--- src/rtl/toggle_mon_pkg.sv ---
// Shared definitions for the toggle monitor: FSM state encoding and
// default parameter values.
package toggle_mon_pkg;

    localparam int unsigned CNT_W_DEF       = 8;
    localparam int unsigned TIMEOUT_DEF     = 16;
    localparam int unsigned SYNC_STAGES_DEF = 2;

    typedef enum logic [1:0] {
        IDLE   = 2'd0,
        ARMED  = 2'd1,
        ACTIVE = 2'd2,
        STUCK  = 2'd3
    } state_t;

    // Edges are only counted once the monitor has left IDLE.
    function automatic logic state_counts(input state_t s);
        return (s != IDLE);
    endfunction

endpackage

--- src/rtl/sync_edge_det.sv ---
// Synchronizes the asynchronous q_in, keeps a one-cycle delayed copy and
// emits a registered pulse on every rising or falling edge.
module sync_edge_det
    import toggle_mon_pkg::*;
#(
    parameter int unsigned SYNC_STAGES = SYNC_STAGES_DEF
) (
    input  logic clk,
    input  logic rst,
    input  logic q_in,
    output logic edge_det_c,
    output logic edge_pulse
);

    logic [SYNC_STAGES-1:0] sync;
    logic                   q_s;
    logic                   q_d;

    assign q_s        = sync[SYNC_STAGES-1];
    assign edge_det_c = q_s ^ q_d;

    // Reset clears the whole pipeline so no pre-reset sample can produce a pulse.
    always_ff @(posedge clk) begin
        if (rst) begin
            sync       <= '0;
            q_d        <= 1'b0;
            edge_pulse <= 1'b0;
        end else begin
            sync       <= {sync[SYNC_STAGES-2:0], q_in};
            q_d        <= q_s;
            edge_pulse <= edge_det_c;
        end
    end

endmodule

--- src/rtl/toggle_monitor.sv ---
// Counts edges of an asynchronous toggle-element output and flags the input
// as stuck when no edge is seen for TIMEOUT cycles while active.
module toggle_monitor
    import toggle_mon_pkg::*;
#(
    parameter int unsigned CNT_W       = CNT_W_DEF,
    parameter int unsigned TIMEOUT     = TIMEOUT_DEF,
    parameter int unsigned SYNC_STAGES = SYNC_STAGES_DEF
) (
    input  logic             clk,
    input  logic             rst,
    input  logic             en,
    input  logic             q_in,
    input  logic             clr,
    output logic [CNT_W-1:0] toggle_cnt,
    output logic             edge_pulse,
    output logic             cnt_sat,
    output logic             stuck,
    output logic [1:0]       state
);

    localparam int unsigned      TO_W    = $clog2(TIMEOUT);
    localparam logic [TO_W-1:0]  TO_LAST = TO_W'(TIMEOUT - 1);
    localparam logic [CNT_W-1:0] CNT_MAX = '1;

    state_t           state_q;
    state_t           state_n;
    logic [TO_W-1:0]  to_q;
    logic [TO_W-1:0]  to_n;
    logic [CNT_W-1:0] cnt_n;
    logic             sat_n;
    logic             stuck_n;
    logic             edge_det_c;
    logic             count_c;

    sync_edge_det #(
        .SYNC_STAGES (SYNC_STAGES)
    ) u_sync_edge_det (
        .clk        (clk),
        .rst        (rst),
        .q_in       (q_in),
        .edge_det_c (edge_det_c),
        .edge_pulse (edge_pulse)
    );

    // State, timeout and counter registers.
    always_ff @(posedge clk) begin
        if (rst) begin
            state_q    <= IDLE;
            to_q       <= '0;
            toggle_cnt <= '0;
            cnt_sat    <= 1'b0;
            stuck      <= 1'b0;
        end else begin
            state_q    <= state_n;
            to_q       <= to_n;
            toggle_cnt <= cnt_n;
            cnt_sat    <= sat_n;
            stuck      <= stuck_n;
        end
    end

    // Next-state and timeout logic; en=0 forces IDLE from anywhere.
    always_comb begin
        state_n = state_q;
        to_n    = to_q;
        if (!en) begin
            state_n = IDLE;
            to_n    = '0;
        end else begin
            unique case (state_q)
                IDLE: begin
                    state_n = ARMED;
                    to_n    = '0;
                end
                ARMED: begin
                    to_n = '0;
                    if (edge_det_c) begin
                        state_n = ACTIVE;
                    end
                end
                ACTIVE: begin
                    if (edge_det_c) begin
                        to_n = '0;
                    end else if (to_q == TO_LAST) begin
                        state_n = STUCK;
                        to_n    = '0;
                    end else begin
                        to_n = to_q + TO_W'(1);
                    end
                end
                STUCK: begin
                    to_n = '0;
                    if (edge_det_c) begin
                        state_n = ACTIVE;
                    end
                end
                default: begin
                    state_n = IDLE;
                    to_n    = '0;
                end
            endcase
        end
        stuck_n = (state_n == STUCK);
    end

    // Saturating edge counter; clr overrides a coincident counted edge.
    always_comb begin
        count_c = en && edge_det_c && state_counts(state_q);
        cnt_n   = toggle_cnt;
        sat_n   = cnt_sat;
        if (clr) begin
            cnt_n = '0;
            sat_n = 1'b0;
        end else if (count_c) begin
            if (toggle_cnt == CNT_MAX) begin
                sat_n = 1'b1;
            end else begin
                cnt_n = toggle_cnt + CNT_W'(1);
            end
        end
    end

    assign state = state_q;

endmodule
--- config.mk ---
export PLATFORM = sky130hd
export DESIGN_NAME = toggle_monitor
export DESIGN_NICKNAME = d
export VERILOG_FILES = /design/src/rtl/toggle_mon_pkg.sv /design/src/rtl/sync_edge_det.sv /design/src/rtl/toggle_monitor.sv
export SDC_FILE = /design/constraint.sdc
export NUM_CORES = 1
export LEC_CHECK = 0
export ABC_CLOCK_PERIOD_IN_PS = 1900
export CORE_MARGIN = 5
export CORE_UTILIZATION = 40
export CTS_CLUSTER_DIAMETER = 40
export DETAILED_ROUTE_END_ITERATION = 12
export GPL_ROUTABILITY_DRIVEN = 0
export GPL_TIMING_DRIVEN = 1
export PLACE_DENSITY_LB_ADDON = 0.12
export SETUP_SLACK_MARGIN = 0.3
export SLEW_MARGIN = 20
export SYNTH_ARGS = -nofsm -noshare
export SYNTH_HDL_FRONTEND = slang
export SYNTH_HIERARCHICAL = 1
export SYNTH_SLANG_ARGS = --single-unit
--- constraint.sdc ---
create_clock -name clk -period 1.9 [get_ports clk]
set_input_delay 0.38 -clock clk [delete_from_list [all_inputs] [get_ports clk]]
set_output_delay 0.38 -clock clk [all_outputs]
set_load 0.02 [all_outputs]
Word-level counts from Yosys, hierarchy flattened

Index checks and enable logic that the tools add are counted.
Widths: inputs -> output; s select.

Bits in registers: 20
Output and inout bits: 13

Reductions and logical operators: 10
Bitwise operators: 3
Equal/unequal tests: 6
Multiplexer cells: 8
Add/subtract/negate cells: 2

Operator list:

| operator            | number |
|---|---|
| $add 8x1->8 const B | 1 |
| $eq 8x8->1 const B  | 1 |
| $mux 2              | 4 |
| $mux 4              | 2 |
| $pmux 4 s2          | 1 |
| $eq 2x2->1 const B  | 3 |
| $pmux 2 s3          | 1 |
| $reduce_or 2->1     | 3 |
| $add 4x1->4 const B | 1 |
| $eq 4x4->1 const B  | 1 |
| $reduce_and 2->1    | 2 |
| $reduce_or 3->1     | 1 |
| $eq 2x1->1 const B  | 1 |
| $logic_and 1x1->1   | 2 |
| $logic_not 2->1     | 1 |
| $not 1->1           | 2 |
| $reduce_bool 2->1   | 1 |
| $xor 1x1->1         | 1 |

Depth between registers and ports, before layout

Gate-level depths: netlist of run 1.

Word-level depth: 6
Gate-level depth with buffers: 5
Mapped depth without buffers: 5

Hierarchy

Netlist of run 1, hierarchy kept.

Modules (own cells, without submodules):

| module         | area each (µm²) | cells each | instances |
|---|---|---|---|
| toggle_monitor | 693.2           | 71         | 1 |
| sync_edge_det  | 115.1           | 9          | 1 |

Worst setup path after synthesis of run 1

No wires, ideal clock.

Path type: register -> register
Start point: register toggle_cnt[0]
End point: register toggle_cnt[1]
Data arrival time: 1403 ps
Clock period less this slack: 1529 ps
Slack: 371 ps
Buffers on the path: 0
Stages on the path, launching flop included: 6
Setup time: 126 ps
Cells stage by stage: dfxtp_1 > ha_1 > nand3_2 > o21ai_0 > mux2i_1 > nor2_1

Cells in the longest elaborated chain, start to end: 3

Ends and longest elaborated chain:

| what                                                | RTL line             | text |
|---|---|---|
| start, declared                                     | toggle_monitor.sv:15 | `output logic [CNT_W-1:0] toggle_cnt,` |
| start signal, assigned                              | toggle_monitor.sv:57 | `toggle_cnt <= cnt_n;` |
| branches (longest 3 deep; another with $add 8x1->8) | --                   |  |

Several ways; the timed one is not identified.
A chain may end at the register's enable or synchronous reset.

Worst setup path in the final report of run 1

Start point: register toggle_cnt[4]
End point: output port toggle_cnt[4]

No word-level cell between the ends.

==> reports/qor.yml, run 1 <==
outcome: "finished, final reports clean"
syn_nets: 87
setup_viol: 0
min_to: "u_sync_edge_det/sync[1]"
total_power_mw: 0.805
cts_tree: "done"
final_area_mm2: 0.00106
cts_hold_buffers: 0
crit_buf_inv: 1
synth_top_area_share_pct: 49.5
slowest_stage: "dfxtp_1"
rows: 16
clkSlewWorstSetupHoldPaths_ns: 0.11
overflow: 0
r2r-start: "u_sync_edge_det/sync[1]"
maxSlewHeadroom_pct: 67.6
nFillCells: 202
rsz0062_at_grt: "no"
power_density_mw_per_mm2: 759
place_area_mm2: 0.00102
clock.fmax_ghz: 0.670
antenna_found_initial: 0
vdd.ir_drop.worst_uv: 596
r2r_end: "toggle_cnt[7]"
drc_errors: 0
hold_class: "flop to flop"
setup_ws_ns: 0.408
timing_hold_violations_final: 0
min_from: "u_sync_edge_det/sync[0]"
start_util_pct: 41.6
mostFrequentLayoutCell: "dfxtp_1"
crit_path_max_fanout: 5
diodes: 0
layout.nets: 109
drive_gt1_share_pct: 11.9
tns_ns: 0
area_growth_syn_to_layout_pct: 31.1
worstPathArrival_ns: 1.11
postSynthAreaPerCell_um2: 10.1
grt_pass1_vias: 608
crit_type: "flop to output port"
cp_slowest_stage_delay_ns: 0.45
fin_crit_ns: 1.49
dieArea_mm2: 0.00302
synth.distinct_cells: 30
crit_family: "flip-flops"
slew_viol_final: 0
crit_chain: "dlygate4sd2_1"
die_h_um: 55.0
synth_area_um2: 808
routedWlPerCell_um: 11.8
yosys.area.top_type: "dfxtp_1"
cts.htree.levels: 1
clockBufferDepth: 2
post-dp-hpwl_um: 1110
fp.coreArea_mm2: 0.00194
ios: 18
insertion_delay_ns: 0.30
ant_nets: 0
first_iter_violations: 5
numPortBuffers: 17
grt_pass1_wl_um: 2570
cap_violations: 0
rr_worst_depth: 5
cts_made_buffers: 3
vias_per_cell: 4.72
crit_start: "toggle_cnt[4]"
required_ns: 1.52
utilization_pct: 54.6
grt_max_degree: 13
p_leak_nw: 0.474
cp-start-kind: "flop"
tightestPinTransition_ns: 0.482
end_kind: "output port"
cts-root-buf: "clkbuf_4"
place_ws_ns: 0.138
synth-seq-cells: 20
r2r_slack_ns: 0.44
clock-sinks: 20
synth_warnings: 6
die_w_um: 55.0
yosysSeqAreaShare_pct: 49.5
drtPass1Iterations: 2
grt_usage_pct: 12.1
multi_input_area_um2: 408
vias: 604
finalClockSkew_ns: 0.00640
totalWireLength_um: 1510
syn_inst: 80
synthTopCellsByArea: "dfxtp_1 (50%), xor2_1 (7.6%), nor2_1 (6.0%)"
layout_common_cells: "dfxtp_1 (20), nor2_1 (13), dlygate4sd2_1 (13)"
min_path_cells: 1
finalCritPeriodShare_pct: 78.5
seq_area_um2: 400
## per-layer routing
metal  share of wire, %  vias to the layer above  GRT usage, %
met5                  0                        -             0
met4               0.86                        0          2.43
met3                6.4                        2          6.43
met2                 49                       12          20.7
met1                 43                      272          13.4
li1                   -                      318             -
## Yosys cell counts
cell,n
dfxtp_1,20
nor2_1,13
xor2_1,7
a21oi_1,4
nand3_1,3
nor2b_1,3
o21ai_0,3
and3_1,2
ha_1,2
nand2_1,2
or3_1,2
a311oi_1,1
and2_1,1
and2b_1,1
and3_2,1
clkbuf_1,1
inv_1,1
mux2i_1,1
nand2b_1,1
nand3_2,1
nand4_1,1
nand4_4,1
nor3_1,1
nor4_1,1
o211a_4,1
o211ai_1,1
o211ai_4,1
o21a_1,1
or2_2,1
xnor2_1,1
## cell families after synthesis
family | synth area share, %
XOR/XNOR | 8.67
AO/OA/AOI/OAI | 12.1
multiplexers | 1.24
flip-flops | 49.5
buffers and inverters | 0.928
adder cells (fa/ha/maj) | 3.10
AND/OR/NAND/NOR | 24.5
## power by group
| part | internal [mW] | total [mW] | switching (mW) | leakage (nW) |
|---|---|---|---|---|
| combinational | 0.0180 | 0.0348 | 0.0167 | 0.284 |
| clock | 0.213 | 0.342 | 0.128 | 0.0279 |
| sequential | 0.424 | 0.428 | 0.00395 | 0.162 |
| total | 0.656 | 0.805 | 0.149 | 0.474 |
## metrics by stage
step,hold WS [ns],std cells
final,0.442,128
after floorplan,0.414,80
after global placement,0.417,124
after detailed placement,0.431,124
after global routing,0.494,128
after CTS,0.452,128
## final cells by class
| cell class | instances | share of cell area [%] |
|---|---|---|
| multi-input combinational | 58 | 38.5 |
| clock buffer | 3 | 2.13 |
| inverter | 1 | 0.354 |
| tap | 27 | 3.19 |
| timing repair buffer | 18 | 15.2 |
| clock inverter | 1 | 2.83 |
| sequential | 20 | 37.8 |
## registers in the layout, summed over array words and instances, names as in the netlist
name and flops:
u_sync_edge_det/edge_pulse 1, u_sync_edge_det/sync 2, to_q 4, toggle_cnt 8
stuck 1, cnt_sat 1, u_sync_edge_det/q_d 1, state 2
## worst max-delay path by stage
stage	cells after the start	slack, ns	endpoint
5_1_grt	1	0.32	toggle_cnt[3]
6_report	1	0.41	toggle_cnt[4]
3_5_place_dp	5	0.14	toggle_cnt[5]
4_1_cts	5	0.37	toggle_cnt[1]
2_1_floorplan	5	0.37	toggle_cnt[1]
3_3_place_gp	5	0.18	toggle_cnt[7]
## what timing repair did
item / in CTS / in global routing
setup endpoints to repair: 13 / 2
gates resized for setup: 13 / 2
setup buffers: 0 / 0
(Power assumes the default switching activity.)
==> run 2: changes to the inputs <==
--- a/config.mk
+++ b/config.mk
@@ -5,7 +5,7 @@
 export SDC_FILE = /design/constraint.sdc
 export NUM_CORES = 1
 export LEC_CHECK = 0
-export ABC_CLOCK_PERIOD_IN_PS = 1900
+export ABC_CLOCK_PERIOD_IN_PS = 1500
 export CORE_MARGIN = 5
 export CORE_UTILIZATION = 40
 export CTS_CLUSTER_DIAMETER = 40
==> constraint.sdc (replaced) <==
create_clock -name clk -period 1.5 [get_ports clk]
set_input_delay 0.3 -clock clk [delete_from_list [all_inputs] [get_ports clk]]
set_output_delay 0.3 -clock clk [all_outputs]
set_load 0.02 [all_outputs]
==> reports/qor.yml, run 2 (synthesis gave the netlist of run 1 again) <==
clockBufferDepth: 2  # unchanged
setup_viol: 0  # unchanged
overflow: 0  # unchanged
crit_path_max_fanout: 5  # unchanged
timing_hold_violations_final: 0  # unchanged
ios: 18  # unchanged
fin_crit_ns: 1.32
p_leak_nw: 0.469  # -1.0%
clock.fmax_ghz: 0.757
finalCritPeriodShare_pct: 88.1
crit_family: "compound AO/OA/AOI/OAI gates"
utilization_pct: 58.2  # +3.7 points
top_regs: "toggle_cnt x8, to_q x4"
die_h_um: 55.0  # unchanged
antenna_found_initial: 0  # unchanged
rows: 16  # unchanged
place_ws_ns: -0.0897  # -0.228 ns
cts_made_buffers: 3  # unchanged
slowest_stage: "dfxtp_2"
grt_usage_pct: 12.5  # +0.40 points
area_growth_syn_to_layout_pct: 39.9
required_ns: 1.73  # +0.21 ns
holdWs_ns: 0.446  # +0.00362 ns
cp-start-kind: "flop"
end_kind: "flop"
power_switching_mw: 0.191  # +28%
die_w_um: 55.0  # unchanged
crit_type: "flop to flop"
clkSlewWorstSetupHoldPaths_ns: 0.11  # about the same
vdd.ir_drop.worst_uv: 549  # -7.8%
fp.coreArea_mm2: 0.00194  # unchanged
vias_per_cell: 4.88  # +3.3%
regMostFlops: "toggle_cnt"
grt_pass1_vias: 638  # +4.9%
drtPass1Iterations: 4  # +2
cp_slowest_stage_delay_ns: 0.35  # -0.10 ns
slew_viol_final: 0  # unchanged
totalWireLength_um: 1590  # +5.1%
start_util_pct: 41.6  # unchanged
power_density_mw_per_mm2: 794  # +4.6%
routedWlPerCell_um: 11.7  # -1.1%
crit_chain: "xor2_2 > o211a_4 > o211ai_4 > or3_1 > a21oi_1"
dieArea_mm2: 0.00302  # unchanged
cts_tree: "done"
p_clk_share_pct: 34.6  # -7.9 points
setup_ws_ns: 0.178  # -0.230 ns
cts.htree.levels: 1  # unchanged
swShare_pct: 21.2  # +2.7 points
cap_violations: 0  # unchanged
grt_pass1_wl_um: 2660  # +3.5%
p_int_mw: 0.708  # +7.9%
diodes: 0  # unchanged
cts-root-buf: "clkbuf_4"
place_area_mm2: 0.00110  # +8.5%
mostFrequentLayoutCell: "nor2_1"
insertion_delay_ns: 0.30  # about the same
p_comb_share_pct: 5.4  # +1.1 points
ant_nets: 0  # unchanged
tightestPinTransition_ns: 0.276  # -0.206 ns
hold_class: "flop to flop"
drc_errors: 0  # unchanged
p_seq_share_pct: 60.0  # +6.8 points
post-dp-hpwl_um: 1200  # +8.0%
drive_gt1_share_pct: 45.0  # +33 points
finalClockSkew_ns: 0.00642  # +0.0000220 ns
worstPathArrival_ns: 1.55  # +0.44 ns
final_area_mm2: 0.00113  # +6.7%
layout_common_cells: "nor2_1 (13), buf_2 (10), dfxtp_1 (9), buf_4 (9), dfxtp_2 (8)"
crit_buf_inv: 0  # -1
numPortBuffers: 17  # unchanged
largest_reg_flops: 8  # unchanged
vias: 663  # +9.8%
outcome: "finished, final reports clean"
rsz0062_at_grt: "yes"
layout.nets: 117  # +7.3%
maxSlewHeadroom_pct: 81.6  # +14 points
grt_max_degree: 12  # -1
first_iter_violations: 4  # -1
clock-sinks: 20  # unchanged
## run 2: changes by cell type in the layout (fill, tap and decap cells not counted), moves of 2 or more
cell             delta
dfxtp_4             +3
dfxtp_1            -11
buf_2              +10
clkdlybuf4s15_2     +3
ha_1                -2
dfxtp_2             +8
dlygate4sd2_1      -13
buf_4               +8
## run 2: layout make-up
type                    instances  area (um2)
well taps                      27        33.8
inverters                       1        3.75
fillers                       180         811
repair buffers                 26         191
clock buffers                   4        36.3
flip-flops and latches         20         422
multi-input cells              58         444
## run 2: per-stage QoR
step	instances	setup TNS, ns	total power [mW]
after CTS	136	0	0.916
after global placement	131	-0.152	0.602
after detailed placement	131	-0.306	0.603
final	136	0	0.898
after floorplan	80	0	0.574
after global routing	136	0	0.936
## run 2: power by group through the flow
stage | combinational [mW] | clock [mW] | sequential (mW)
floorplan | 0.0185 | 0 | 0.555
global placement | 0.0501 | 0 | 0.552
detailed placement | 0.0506 | 0 | 0.552
CTS | 0.0503 | 0.325 | 0.540
global route | 0.0528 | 0.342 | 0.541
finish | 0.0487 | 0.310 | 0.539
## run 2: path summary, 6_finish.rpt
kind                                               from                      end  slack, ns  cells past startpoint
worst max-delay path            u_sync_edge_det/sync[1]            toggle_cnt[7]       0.18                      5
worst min-delay path            u_sync_edge_det/sync[0]  u_sync_edge_det/sync[1]       0.45                      1
worst max register to register  u_sync_edge_det/sync[1]            toggle_cnt[7]       0.18                      5
worst min register to register  u_sync_edge_det/sync[0]  u_sync_edge_det/sync[1]       0.45                      1
## run 2: repair_timing
action / CTS / global route
resized for setup: 52 / 7
pin swaps: 4 / 2
setup endpoints to repair: 28 / 21
hold buffers: 0 / 0
buffers inserted: 1 / 0
## run 2: routing by layer
layer	GRT usage, %	vias to the layer above	wire (um)
met5	0	-	0
met4	8.50	0	38
met3	2.41	4	63
met2	20.7	16	798
met1	14.5	308	685
li1	-	335	-
==> run 3: changes to the inputs <==
--- a/config.mk
+++ b/config.mk
@@ -6,6 +6,7 @@
 export NUM_CORES = 1
 export LEC_CHECK = 0
 export ABC_CLOCK_PERIOD_IN_PS = 1500
+export CAP_MARGIN = 20
 export CORE_MARGIN = 5
 export CORE_UTILIZATION = 40
 export CTS_CLUSTER_DIAMETER = 40
==> results of run 3 <==
The final DEF is identical to that of run 2; final timing and power are the same.
